===== src/rtl/sqrt_fixed_point_pkg.sv =====
// Shared helpers for the pipelined fixed-point square root.
// SQRT_FIXED_POINT_ROUND_EN adds a round-to-nearest output stage.
package sqrt_fixed_point_pkg;

`ifdef SQRT_FIXED_POINT_ROUND_EN
  localparam int unsigned RoundStages = 1;
`else
  localparam int unsigned RoundStages = 0;
`endif

  // Default widths of the stage record below.
  localparam int unsigned DefOutWidth = 16;
  localparam int unsigned DefTagWidth = 2;

  function automatic int unsigned out_dec_width(input int unsigned in_w,
                                                input int unsigned in_dec_w,
                                                input int unsigned out_w);
    return out_w - (in_w - in_dec_w + 1) / 2;
  endfunction

  function automatic int unsigned padded_width(input int unsigned out_w);
    return 2 * out_w;
  endfunction

  // One leading zero keeps the whole part an even number of bits wide.
  function automatic int unsigned odd_pad(input int unsigned in_w, input int unsigned in_dec_w);
    return (in_w - in_dec_w) % 2;
  endfunction

  function automatic int unsigned pipe_latency(input int unsigned out_w,
                                               input int unsigned bits_per_stage);
    return out_w / bits_per_stage + RoundStages;
  endfunction

  // Field layout of one pipeline stage; the stage ports follow this order.
  typedef struct packed {
    logic                         valid;
    logic [DefTagWidth-1:0]       tag;
    logic [DefOutWidth-1:0]       q;
    logic [DefOutWidth:0]         rem;
    logic [2*DefOutWidth-1:0]     rad;
  } stage_rec_t;

endpackage


===== src/rtl/sqrt_fixed_point_stage.sv =====
// One pipeline stage: BITS_PER_STAGE restoring root iterations followed by a
// register that holds its contents while advance_i is low.
module sqrt_fixed_point_stage
  import sqrt_fixed_point_pkg::*;
#(
  parameter int unsigned OUTPUT_WIDTH   = 16,
  parameter int unsigned TAG_WIDTH      = 2,
  parameter int unsigned BITS_PER_STAGE = 1
) (
  input  logic                            clk,
  input  logic                            aclr,
  input  logic                            advance_i,
  input  logic                            valid_i,
  input  logic [TAG_WIDTH-1:0]            tag_i,
  input  logic [OUTPUT_WIDTH-1:0]         q_i,
  input  logic [OUTPUT_WIDTH:0]           rem_i,
  input  logic [2*OUTPUT_WIDTH-1:0]       rad_i,
  output logic                            valid_o,
  output logic [TAG_WIDTH-1:0]            tag_o,
  output logic [OUTPUT_WIDTH-1:0]         q_o,
  output logic [OUTPUT_WIDTH:0]           rem_o,
  output logic [2*OUTPUT_WIDTH-1:0]       rad_o
);

  localparam int unsigned PadW  = padded_width(OUTPUT_WIDTH);
  localparam int unsigned RemW  = OUTPUT_WIDTH + 1;
  localparam int unsigned WideW = OUTPUT_WIDTH + 3;

  logic                    valid_q;
  logic [TAG_WIDTH-1:0]    tag_q;
  logic [OUTPUT_WIDTH-1:0] q_d, q_q;
  logic [RemW-1:0]         rem_d, rem_q;
  logic [PadW-1:0]         rad_d, rad_q;
  logic [WideW-1:0]        shifted, sub;
  logic                    ge;

  always_comb begin
    q_d     = q_i;
    rem_d   = rem_i;
    rad_d   = rad_i;
    shifted = '0;
    sub     = '0;
    ge      = 1'b0;
    for (int unsigned i = 0; i < BITS_PER_STAGE; i++) begin
      shifted = {rem_d, rad_d[PadW-1 -: 2]};
      sub     = {1'b0, q_d, 2'b01};
      ge      = (shifted >= sub);
      // Stored remainder never exceeds 2*q, so RemW bits always suffice.
      rem_d   = ge ? RemW'(shifted - sub) : RemW'(shifted);
      q_d     = (q_d << 1) | OUTPUT_WIDTH'(ge);
      rad_d   = rad_d << 2;
    end
  end

  always_ff @(posedge clk or posedge aclr) begin
    if (aclr) begin
      valid_q <= 1'b0;
      tag_q   <= '0;
      q_q     <= '0;
      rem_q   <= '0;
      rad_q   <= '0;
    end else if (advance_i) begin
      valid_q <= valid_i;
      tag_q   <= tag_i;
      q_q     <= q_d;
      rem_q   <= rem_d;
      rad_q   <= rad_d;
    end
  end

  assign valid_o = valid_q;
  assign tag_o   = tag_q;
  assign q_o     = q_q;
  assign rem_o   = rem_q;
  assign rad_o   = rad_q;

endmodule


===== src/rtl/sqrt_fixed_point_pipe.sv =====
// Fully pipelined fixed-point square root with valid/ready flow control.
// Define SQRT_FIXED_POINT_ROUND_EN for a rounded root and one extra stage.
module sqrt_fixed_point_pipe
  import sqrt_fixed_point_pkg::*;
#(
  parameter int unsigned INPUT_WIDTH     = 16,
  parameter int unsigned INPUT_DEC_WIDTH = 8,
  parameter int unsigned OUTPUT_WIDTH    = 16,
  parameter int unsigned TAG_WIDTH       = 2,
  parameter int unsigned BITS_PER_STAGE  = 1
) (
  input  logic                       clk,
  input  logic                       aclr,
  input  logic                       in_valid,
  output logic                       in_ready,
  input  logic [INPUT_WIDTH-1:0]     radical,
  input  logic [TAG_WIDTH-1:0]       in_tag,
  output logic [OUTPUT_WIDTH-1:0]    q,
  output logic [OUTPUT_WIDTH:0]      remainder,
  output logic [TAG_WIDTH-1:0]       out_tag,
  output logic                       out_valid,
  input  logic                       out_ready
);

  localparam int unsigned S        = OUTPUT_WIDTH / BITS_PER_STAGE;
  localparam int unsigned PadW     = padded_width(OUTPUT_WIDTH);
  localparam int unsigned Odd      = odd_pad(INPUT_WIDTH, INPUT_DEC_WIDTH);
  localparam int unsigned PadShift =
      (INPUT_WIDTH + Odd > PadW) ? 0 : PadW - INPUT_WIDTH - Odd;

  if (INPUT_WIDTH + Odd > PadW) begin : g_err_pad
    $error("padded radical does not fit in 2*OUTPUT_WIDTH bits");
  end
  if (INPUT_DEC_WIDTH > INPUT_WIDTH) begin : g_err_dec
    $error("INPUT_DEC_WIDTH exceeds INPUT_WIDTH");
  end
  if (!(BITS_PER_STAGE inside {1, 2, 4}) || (OUTPUT_WIDTH % BITS_PER_STAGE) != 0) begin : g_err_bps
    $error("BITS_PER_STAGE must be 1, 2 or 4 and divide OUTPUT_WIDTH");
  end
  if (TAG_WIDTH < 1) begin : g_err_tag
    $error("TAG_WIDTH must be at least 1");
  end

  logic                              advance;
  logic [S:0]                        valid_s;
  logic [S:0][TAG_WIDTH-1:0]         tag_s;
  logic [S:0][OUTPUT_WIDTH-1:0]      q_s;
  logic [S:0][OUTPUT_WIDTH:0]        rem_s;
  logic [S:0][PadW-1:0]              rad_s;

  // Leading odd-pad zero falls out of the widening; trailing zeros from the shift.
  assign valid_s[0] = in_valid;
  assign tag_s[0]   = in_tag;
  assign q_s[0]     = '0;
  assign rem_s[0]   = '0;
  assign rad_s[0]   = PadW'(radical) << PadShift;

  assign advance  = !out_valid || out_ready;
  assign in_ready = advance;

  for (genvar g = 0; g < S; g++) begin : g_stage
    sqrt_fixed_point_stage #(
      .OUTPUT_WIDTH  (OUTPUT_WIDTH),
      .TAG_WIDTH     (TAG_WIDTH),
      .BITS_PER_STAGE(BITS_PER_STAGE)
    ) u_stage (
      .clk      (clk),
      .aclr     (aclr),
      .advance_i(advance),
      .valid_i  (valid_s[g]),
      .tag_i    (tag_s[g]),
      .q_i      (q_s[g]),
      .rem_i    (rem_s[g]),
      .rad_i    (rad_s[g]),
      .valid_o  (valid_s[g+1]),
      .tag_o    (tag_s[g+1]),
      .q_o      (q_s[g+1]),
      .rem_o    (rem_s[g+1]),
      .rad_o    (rad_s[g+1])
    );
  end

`ifdef SQRT_FIXED_POINT_ROUND_EN
  logic                    rnd_valid_q;
  logic [TAG_WIDTH-1:0]    rnd_tag_q;
  logic [OUTPUT_WIDTH-1:0] rnd_q_d, rnd_q_q;
  logic [OUTPUT_WIDTH:0]   rnd_rem_q;

  // Round up when rem exceeds q, i.e. the true root is past q + 0.5.
  always_comb begin
    rnd_q_d = q_s[S];
    if ((rem_s[S] > {1'b0, q_s[S]}) && (q_s[S] != '1)) begin
      rnd_q_d = q_s[S] + 1'b1;
    end
  end

  always_ff @(posedge clk or posedge aclr) begin
    if (aclr) begin
      rnd_valid_q <= 1'b0;
      rnd_tag_q   <= '0;
      rnd_q_q     <= '0;
      rnd_rem_q   <= '0;
    end else if (advance) begin
      rnd_valid_q <= valid_s[S];
      rnd_tag_q   <= tag_s[S];
      rnd_q_q     <= rnd_q_d;
      rnd_rem_q   <= rem_s[S];
    end
  end

  assign out_valid = rnd_valid_q;
  assign out_tag   = rnd_tag_q;
  assign q         = rnd_q_q;
  assign remainder = rnd_rem_q;
`else
  assign out_valid = valid_s[S];
  assign out_tag   = tag_s[S];
  assign q         = q_s[S];
  assign remainder = rem_s[S];
`endif

endmodule

===== config.mk =====
export PLATFORM = sky130hd
export DESIGN_NAME = sqrt_fixed_point_pipe
export DESIGN_NICKNAME = d
export VERILOG_FILES = /design/src/rtl/sqrt_fixed_point_pkg.sv /design/src/rtl/sqrt_fixed_point_stage.sv /design/src/rtl/sqrt_fixed_point_pipe.sv
export SDC_FILE = /design/constraint.sdc
export NUM_CORES = 1
export LEC_CHECK = 0
export ABC_AREA = 1
export ABC_CLOCK_PERIOD_IN_PS = 49000
export CAP_MARGIN = 10
export CORE_ASPECT_RATIO = 1.75
export CORE_MARGIN = 3
export CORE_UTILIZATION = 30
export DETAILED_ROUTE_END_ITERATION = 10
export GPL_TIMING_DRIVEN = 0
export MAX_ROUTING_LAYER = met4
export PLACE_DENSITY = 0.42
export SYNTH_ARGS = -nofsm -noshare
export SYNTH_HDL_FRONTEND = slang
export SYNTH_SLANG_ARGS = --single-unit
export TNS_END_PERCENT = 100

===== constraint.sdc =====
create_clock -name clk -period 49 [get_ports clk]
set_input_delay 12.25 -clock clk [delete_from_list [all_inputs] [get_ports clk]]
set_output_delay 12.25 -clock clk [all_outputs]
set_load 0.03 [all_outputs]

# After elaboration in Yosys (flattened, before gate mapping)
# Cells that the tools add are included.
dict set report op_classes {
  add_sub_neg 16
  order_cmp 16
  mux 16
  n_bitwise 15
  n_reduce_logical 2
}
# op n
set op_table {}
lappend op_table {{2-to-1 mux 17 bit} 16}
lappend op_table {{>= comparator 19 x 18 -> 1 bit} 13}
lappend op_table {{subtractor 17 bit} 13}
lappend op_table {{OR 16 x 1 -> 16 bit} 13}
lappend op_table {{>= comparator 19 x 3 -> 1 bit} 1}
lappend op_table {{>= comparator 19 x 4 -> 1 bit} 1}
lappend op_table {{subtractor 17 x 3 -> 17 bit} 1}
lappend op_table {{subtractor 17 x 4 -> 17 bit} 1}
lappend op_table {{OR 3 x 1 -> 3 bit} 1}
lappend op_table {{subtractor 2 x 1 -> 3 bit (second input constant)} 1}
lappend op_table {{>= comparator 2 x 1 -> 1 bit (second input constant)} 1}
lappend op_table {{OR 2 x 1 -> 2 bit} 1}
lappend op_table {{logical NOT 1 bit} 1}
lappend op_table {{logical OR 1 bit} 1}
dict set report totals {
  reg_bits 603
  inputBits 22
  output_inout_bits 37
  word_cells 136
}

# Logic depth before layout (Yosys ltp)
# Gate-level depths: netlist of the first run.
dict set report depth {
  ltp_word 2
  depth_mapped 16
  depth_no_buf 15
}

# By module
# From an unflattened synthesis of the first run, not the netlist that was laid out.
dict set report hier_totals {
  hier_cells 9395
  area_unflattened_um2 65534.1
}
# mod instances cells_per_inst area_per_inst_um2
set modules_own_cells {}
lappend modules_own_cells {sqrt_fixed_point_stage 16 587 4095.2}
lappend modules_own_cells {sqrt_fixed_point_pipe 1 3 11.3}

# Worst setup path before layout of the first run
# No wires, ideal clock.
dict set report synth_timing {
  kind {input port to output port}
  start {in out_ready}
  end {out in_ready}
  t_arrival_ns 13.160
  required_time_ns 36.750
  path_slack_ns 23.590
  stages 4
  path_buffers 2
  path_cell_list {nor2_1 > inv_2 > clkbuf_1 > buf_1}
}
dict set report synth_between {
  elab_chain_len 1
}
# element line
set synth_rtl {}
lappend synth_rtl {{start: declaration} sqrt_fixed_point_pipe.sv:22} ;# input logic out_ready
lappend synth_rtl {{logical OR 1 bit} sqrt_fixed_point_pipe.sv:58} ;# assign advance = !out_valid || out_ready;
lappend synth_rtl {{end: declaration} sqrt_fixed_point_pipe.sv:15} ;# output logic in_ready,
# Every way passes these cells.

# Worst setup path in the final report of the first run
# Same ends and word-level chain as after synthesis.

==> results_dict.tcl, run 1 <==
set metrics [dict create \
    power_density_nw_per_um2 86.0 \
    clockBufferDepth 3 \
    coreArea_um2 96900 \
    drive_above_1_share_pct 5.24 \
    area_delta_synth_final_pct 14.0 \
    place_ws_ns 21.16 \
    setup-tns-final_ns 0 \
    worst_ep_required_time_ns 36.75 \
    status "finished clean" \
    synthArstFlopShare_pct 100 \
    cts_resized 0 \
    ys.flop_type "dfrtp_1" \
    power_mw 2.87 \
    layout_common_cells "nand2_1 (1,517), inv_1 (557), dfrtp_1 (478), nand3_1 (469), o21ai_0 (259)" \
    relSlewSlack_pct 14.6 \
    worstMarginPinSlew_ns 1.28 \
    syn_area_per_cell_um2 7.08 \
    start_util_pct 30.2 \
    grt_antenna_before_repair 1 \
    die-area_um2 102000 \
    crit_fanout 10 \
    gp_congestion 0.915 \
    cp-start-kind "input pin" \
    grt_setup_unrepaired "no" \
    dp_hpwl_um 88800 \
    die_h_um 419 \
    synthesis.area_um2 29300 \
    final_common_cell "nand2_1" \
    clock_latency_ns 0.63 \
    detail-route-antenna-nets 0 \
    overflow 0 \
    ys_ff_latch 478 \
    vias_per_cell 4.70 \
    dr.pass1.iters 7 \
    finalHoldViolations 0 \
    die_w_um 242 \
    hold_ws_ns 0.466 \
    postCtsSetupBuffers 0 \
    synth.area.top_cells "dfrtp_1 (41%), nand2_1 (19%), nand3_1 (8.0%)" \
    grt_use_total_pct 22.6 \
    ir_worst_vdd_mv 0.0326 \
    drv_slew 0 \
    post-route-util_pct 34.5 \
    clock-sinks 478 \
    fin_skew_ns 0.0201 \
    ios 59 \
    period_share_pct 56.6 \
    p_leak_nw 17.4 \
    hp-class "reg2reg" \
    numPortBuffers 58 \
    clk_pin_slew_ns 0.06 \
    synth.top_cell.area_share_pct 40.8 \
    min_period_ns 27.74 \
    finalWorstSetupSlack_ns 21.26 \
    first_global_vias 27100 \
    wl_met2_um 63500 \
    dr_total_vias 26300 \
    drtIter0Drc 1472 \
    cp.arrival_ns 15.49 \
    met1_length_um 40500 \
    ys_seq_area_share_pct 40.8 \
    synthCells 4138 \
    drc_errors 0 \
    setup_viol 0 \
    grt_pass1_wl_um 168000 \
    met3_length_um 2630 \
    synth.largest_area_cell "dfrtp_1" \
    grt_max_degree 107 \
    n_fill_cell 10500 \
    cap_violations 0 \
    top_layer_used "met4" \
    postCtsHoldBufs 0 \
    crit_path_end_kind "output pin" \
    clock.fmax_mhz 36.0 \
    synth_cell_types 52 \
    htree_levels 2 \
    cts_buffers 51 \
    yosysWarnings 0 \
    routedWlPerCell_um 20.1 \
    postRouteWirelength_um 112000 \
    worstSetupPathType "in2out" \
    num_rows 151 \
    layout.nets 4415 \
    cts-root-buf "clkbuf_16" \
    synth_edf_count 0 \
    syn_nets 4299 \
    cts_tree "yes" \
]
## power by group
group | switching, mW | total (mW) | internal [mW]
sequential | 0.148 | 0.742 | 0.593
clock | 0.177 | 0.419 | 0.242
combinational | 1.14 | 1.71 | 0.566
total | 1.47 | 2.87 | 1.40
## worst paths after layout
check | start | endpoint | slack, ns | cells past startpoint
min | g_stage[9].u_stage.tag_o[1] | g_stage[10].u_stage.tag_o[1] | 0.47 | 2
max reg2reg | g_stage[15].u_stage.valid_o | g_stage[15].u_stage.rem_o[5] | 45.98 | 7
min reg2reg | g_stage[9].u_stage.tag_o[1] | g_stage[10].u_stage.tag_o[1] | 0.47 | 2
max | out_ready | in_ready | 21.26 | 6
max in group asynchronous | aclr | g_stage[2].u_stage.rem_o[9] | 35.28 | 4
min in group asynchronous | aclr | g_stage[10].u_stage.tag_o[1] | 12.19 | 2
## per-layer routing
metal / up-vias / track usage (%)
met5: - / -
met4: 0 / 9.90
met3: 207 / 1.79
met2: 395 / 45.1
met1: 12400 / 22.0
li1: 13300 / -
## registers in the layout, summed over array words and instances (netlist names)
name,cells
g_stage.u_stage.rem_o,246
g_stage.u_stage.tag_o,32
g_stage.u_stage.q_o,128
g_stage.u_stage.valid_o,16
g_stage.u_stage.rad_o,56
## worst max-delay path, stage by stage
cell and delay [ns]:
clkdlybuf4s50_1 0.53, nor2_1 0.11, inv_2 0.10, clkbuf_1 0.84
buf_1 0.82, clkdlybuf4s50_1 0.83
## cells by family (layout without fill, tap and decap cells)
group	Yosys count	count (layout)	synth area share, %
other	0	1	0
flip-flops	478	478	40.8
XOR/XNOR	72	72	2.15
buffers and inverters	699	853	9.47
AND/OR/NAND/NOR	2376	2376	34.8
AO/OA/AOI/OAI	374	374	6.67
adder cells (fa/ha/maj)	139	139	6.14
## cell type report
cell class | instances | area [um^2] | area share [%]
timing repair buffer | 63 | 706 | 2.11
clock inverter | 21 | 270 | 0.809
buffer | 132 | 646 | 1.93
multi-input combinational | 2961 | 14600 | 43.6
sequential | 478 | 12000 | 35.8
inverter | 567 | 2140 | 6.40
antenna | 1 | 2.50 | 0.00749
tap | 1300 | 1630 | 4.87
clock buffer | 70 | 1480 | 4.42
## Yosys cell counts (all sizes together) (3+ instances only)
cell    instances
o22ai           3
xnor2          26
nand3b         50
ha            131
o21bai          3
and2           12
nor3           24
xor2           46
buf            70
a31oi           5
o211ai          7
or2             5
a21oi          76
nor2          215
fa              8
clkbuf         62
dfrtp         478
nand4          59
inv           566
nand2        1531
o21ai         275
nand3         477
## per-stage QoR
stage	instances	area [um^2]
2_1_floorplan	4138	29300
3_3_place_gp	5496	31500
3_5_place_dp	5501	31600
4_1_cts	5592	33400
5_1_grt	5592	33400
6_report	5593	33400
No activity file was read; power rests on OpenSTA's default activity.
==> run 2: changes to the inputs <==
Settings changed: ABC_CLOCK_PERIOD_IN_PS 49000 to 26300.
Clock period 49 ns to 26.3 ns, I/O delays scaled along.
==> results of run 2 <==
Same layout as run 1 (identical final DEF). Status: finished clean.
Among the figures that moved: setup slack after placement 21.16 ns -> 9.81 ns; setup slack after layout 21.26 ns -> 9.91 ns; register-to-register setup slack 45.98 ns -> 23.28 ns; total power 2.87 mW -> 5.35 mW; worst IR drop on VDD 0.0326 mV -> 0.0608 mV
==> run 3: changes to the inputs <==
Settings changed: ABC_CLOCK_PERIOD_IN_PS 26300 to 15800.
Clock period 26.3 ns to 15.8 ns, I/O delays scaled along.
==> results_dict.tcl, run 3 (synthesized netlist as in run 1, its figures left out) <==
set metrics [dict create \
    status "finished clean" \
    drtIter0Drc 1389 \
    multi_input_area_um2 14600 \
    place_inst 5510 \
    first_global_vias 27600 \
    routedWlPerCell_um 20.1 \
    drc_errors 0 \
    internal_power_mw 4.32 \
    swShare_pct 51.3 \
    fin_skew_ns 0.0209 \
    worstSetupPathType "in2out" \
    vias_per_cell 4.71 \
    power_mw 8.88 \
    grt_pass1_wl_um 169000 \
    numPortBuffers 58 \
    dp_hpwl_um 90200 \
    design_area_um2 33500 \
    p_sw_mw 4.56 \
    power_frac_seq_pct 26.0 \
    ir_worst_vdd_mv 0.0963 \
    crit_fanout 10 \
    clk_pin_slew_ns 0.06 \
    busiest_layer "met2" \
    area_delta_synth_final_pct 14.3 \
    cts_tree "yes" \
    ios 59 \
    cts-root-buf "clkbuf_16" \
    worst_ep_required_time_ns 11.85 \
    clockPowerShare_pct 14.2 \
    grt_util_met1_pct 21.8 \
    postCtsSetupBuffers 0 \
    setup_viol 0 \
    power_density_nw_per_um2 265 \
    period_share_pct 71.0 \
    die_h_um 419 \
    cp.arrival_ns 7.27 \
    hp-class "reg2reg" \
    setup-tns-final_ns 0 \
    relSlewSlack_pct 13.1 \
    drive_above_1_share_pct 5.26 \
    n_fill_cell 10500 \
    cp-start-kind "input pin" \
    finalHoldViolations 0 \
    final_common_cell "nand2_1" \
    start_util_pct 30.2 \
    clock.fmax_mhz 89.1 \
    clockBufferDepth 3 \
    drv_slew 0 \
    crit_path_end_kind "output pin" \
    overflow 0 \
    dpl_cell_area_um2 31800 \
    detail-route-antenna-nets 0 \
    p_leak_nw 17.5 \
    postRouteWirelength_um 113000 \
    die_w_um 242 \
    num_rows 151 \
    gp_congestion 0.911 \
    use_met2_pct 45.4 \
    cts_buffers 50 \
    clock_latency_ns 0.62 \
    dr.pass1.iters 5 \
    stdcell_count 5600 \
    grt_use_met3_pct 1.86 \
    grt_use_total_pct 22.8 \
    final-seq-area_um2 12000 \
    grt_setup_unrepaired "no" \
    coreArea_um2 96900 \
    clock-sinks 478 \
    worstMarginPinSlew_ns 1.30 \
    htree_levels 2 \
    cap_violations 0 \
    p_comb_share_pct 59.7 \
    largest_reg_flops 246 \
    layout_common_cells "nand2_1 (1,517), inv_1 (557), dfrtp_1 (478), nand3_1 (469), o21ai_0 (259)" \
    dr_total_vias 26400 \
    layout.nets 4423 \
    grt_max_degree 40 \
    cts_resized 0 \
    postCtsHoldBufs 0 \
    die-area_um2 102000 \
    min_period_ns 11.22 \
    grt_antenna_before_repair 1 \
]
==> run 3: changes by cell type in the layout (fill, tap and decap cells not counted), sizes merged <==
cell,change
inv,-2
diode,+3
buf,+9
clkinvlp,-2
clkbuf,-2
clkinv,+1
==> run 3: metrics by stage <==
stage / hold slack [ns] / utilization (%) / worst slack (ns)
detailed placement: 0.453 / 32.8 / 4.57
finish: 0.466 / 34.5 / 4.58
CTS: 0.468 / 34.5 / 4.57
floorplan: 0.440 / - / 5.37
global placement: 0.452 / 32.5 / 1.27
global route: 0.491 / 34.5 / 4.56
==> run 3: layout make-up <==
class	instances	area share, %
Inverter	567	6.37
Clock buffer	68	4.24
Sequential cell	478	35.7
Timing Repair Buffer	72	2.59
Tap cell	1300	4.86
Buffer	132	1.93
Antenna cell	4	0.0299
Clock inverter	18	0.740
Multi-Input combinational cell	2961	43.5
==> run 3: power by group through the flow <==
stage          clock (mW)  sequential [mW]  combinational (mW)
6_report             1.27             2.31                5.31
5_1_grt              1.34             2.39                6.03
4_1_cts              1.31             2.31                5.38
3_5_place_dp            0             2.33                5.35
3_3_place_gp            0             2.33                5.33
2_1_floorplan           0             2.24                3.66
==> run 3: worst max-delay path, stage by stage <==
cell and delay [ns]:
clkdlybuf4s50_1 0.55, nor2_1 0.11, inv_2 0.11, clkbuf_1 0.84
buf_1 0.85, clkdlybuf4s50_1 0.83
==> run 3: layer usage <==
metal,vias to the layer above,wire [um]
li1,13300,-
met2,429,63500
met3,222,2380
met1,12400,40400
met4,0,6360
met5,-,0
==> run 3: worst paths after layout <==
kind                                                  start                      endpoint  slack (ns)  cells past startpoint
worst max-delay path                              out_ready                      in_ready        4.58                      6
worst min-delay path            g_stage[14].u_stage.valid_o   g_stage[15].u_stage.valid_o        0.47                      1
worst max register to register  g_stage[15].u_stage.valid_o   g_stage[6].u_stage.rem_o[6]       12.81                      7
worst min register to register  g_stage[14].u_stage.valid_o   g_stage[15].u_stage.valid_o        0.47                      1
max in group asynchronous                              aclr  g_stage[3].u_stage.rem_o[10]        9.82                      9
min in group asynchronous                              aclr  g_stage[10].u_stage.tag_o[1]        3.79                      2
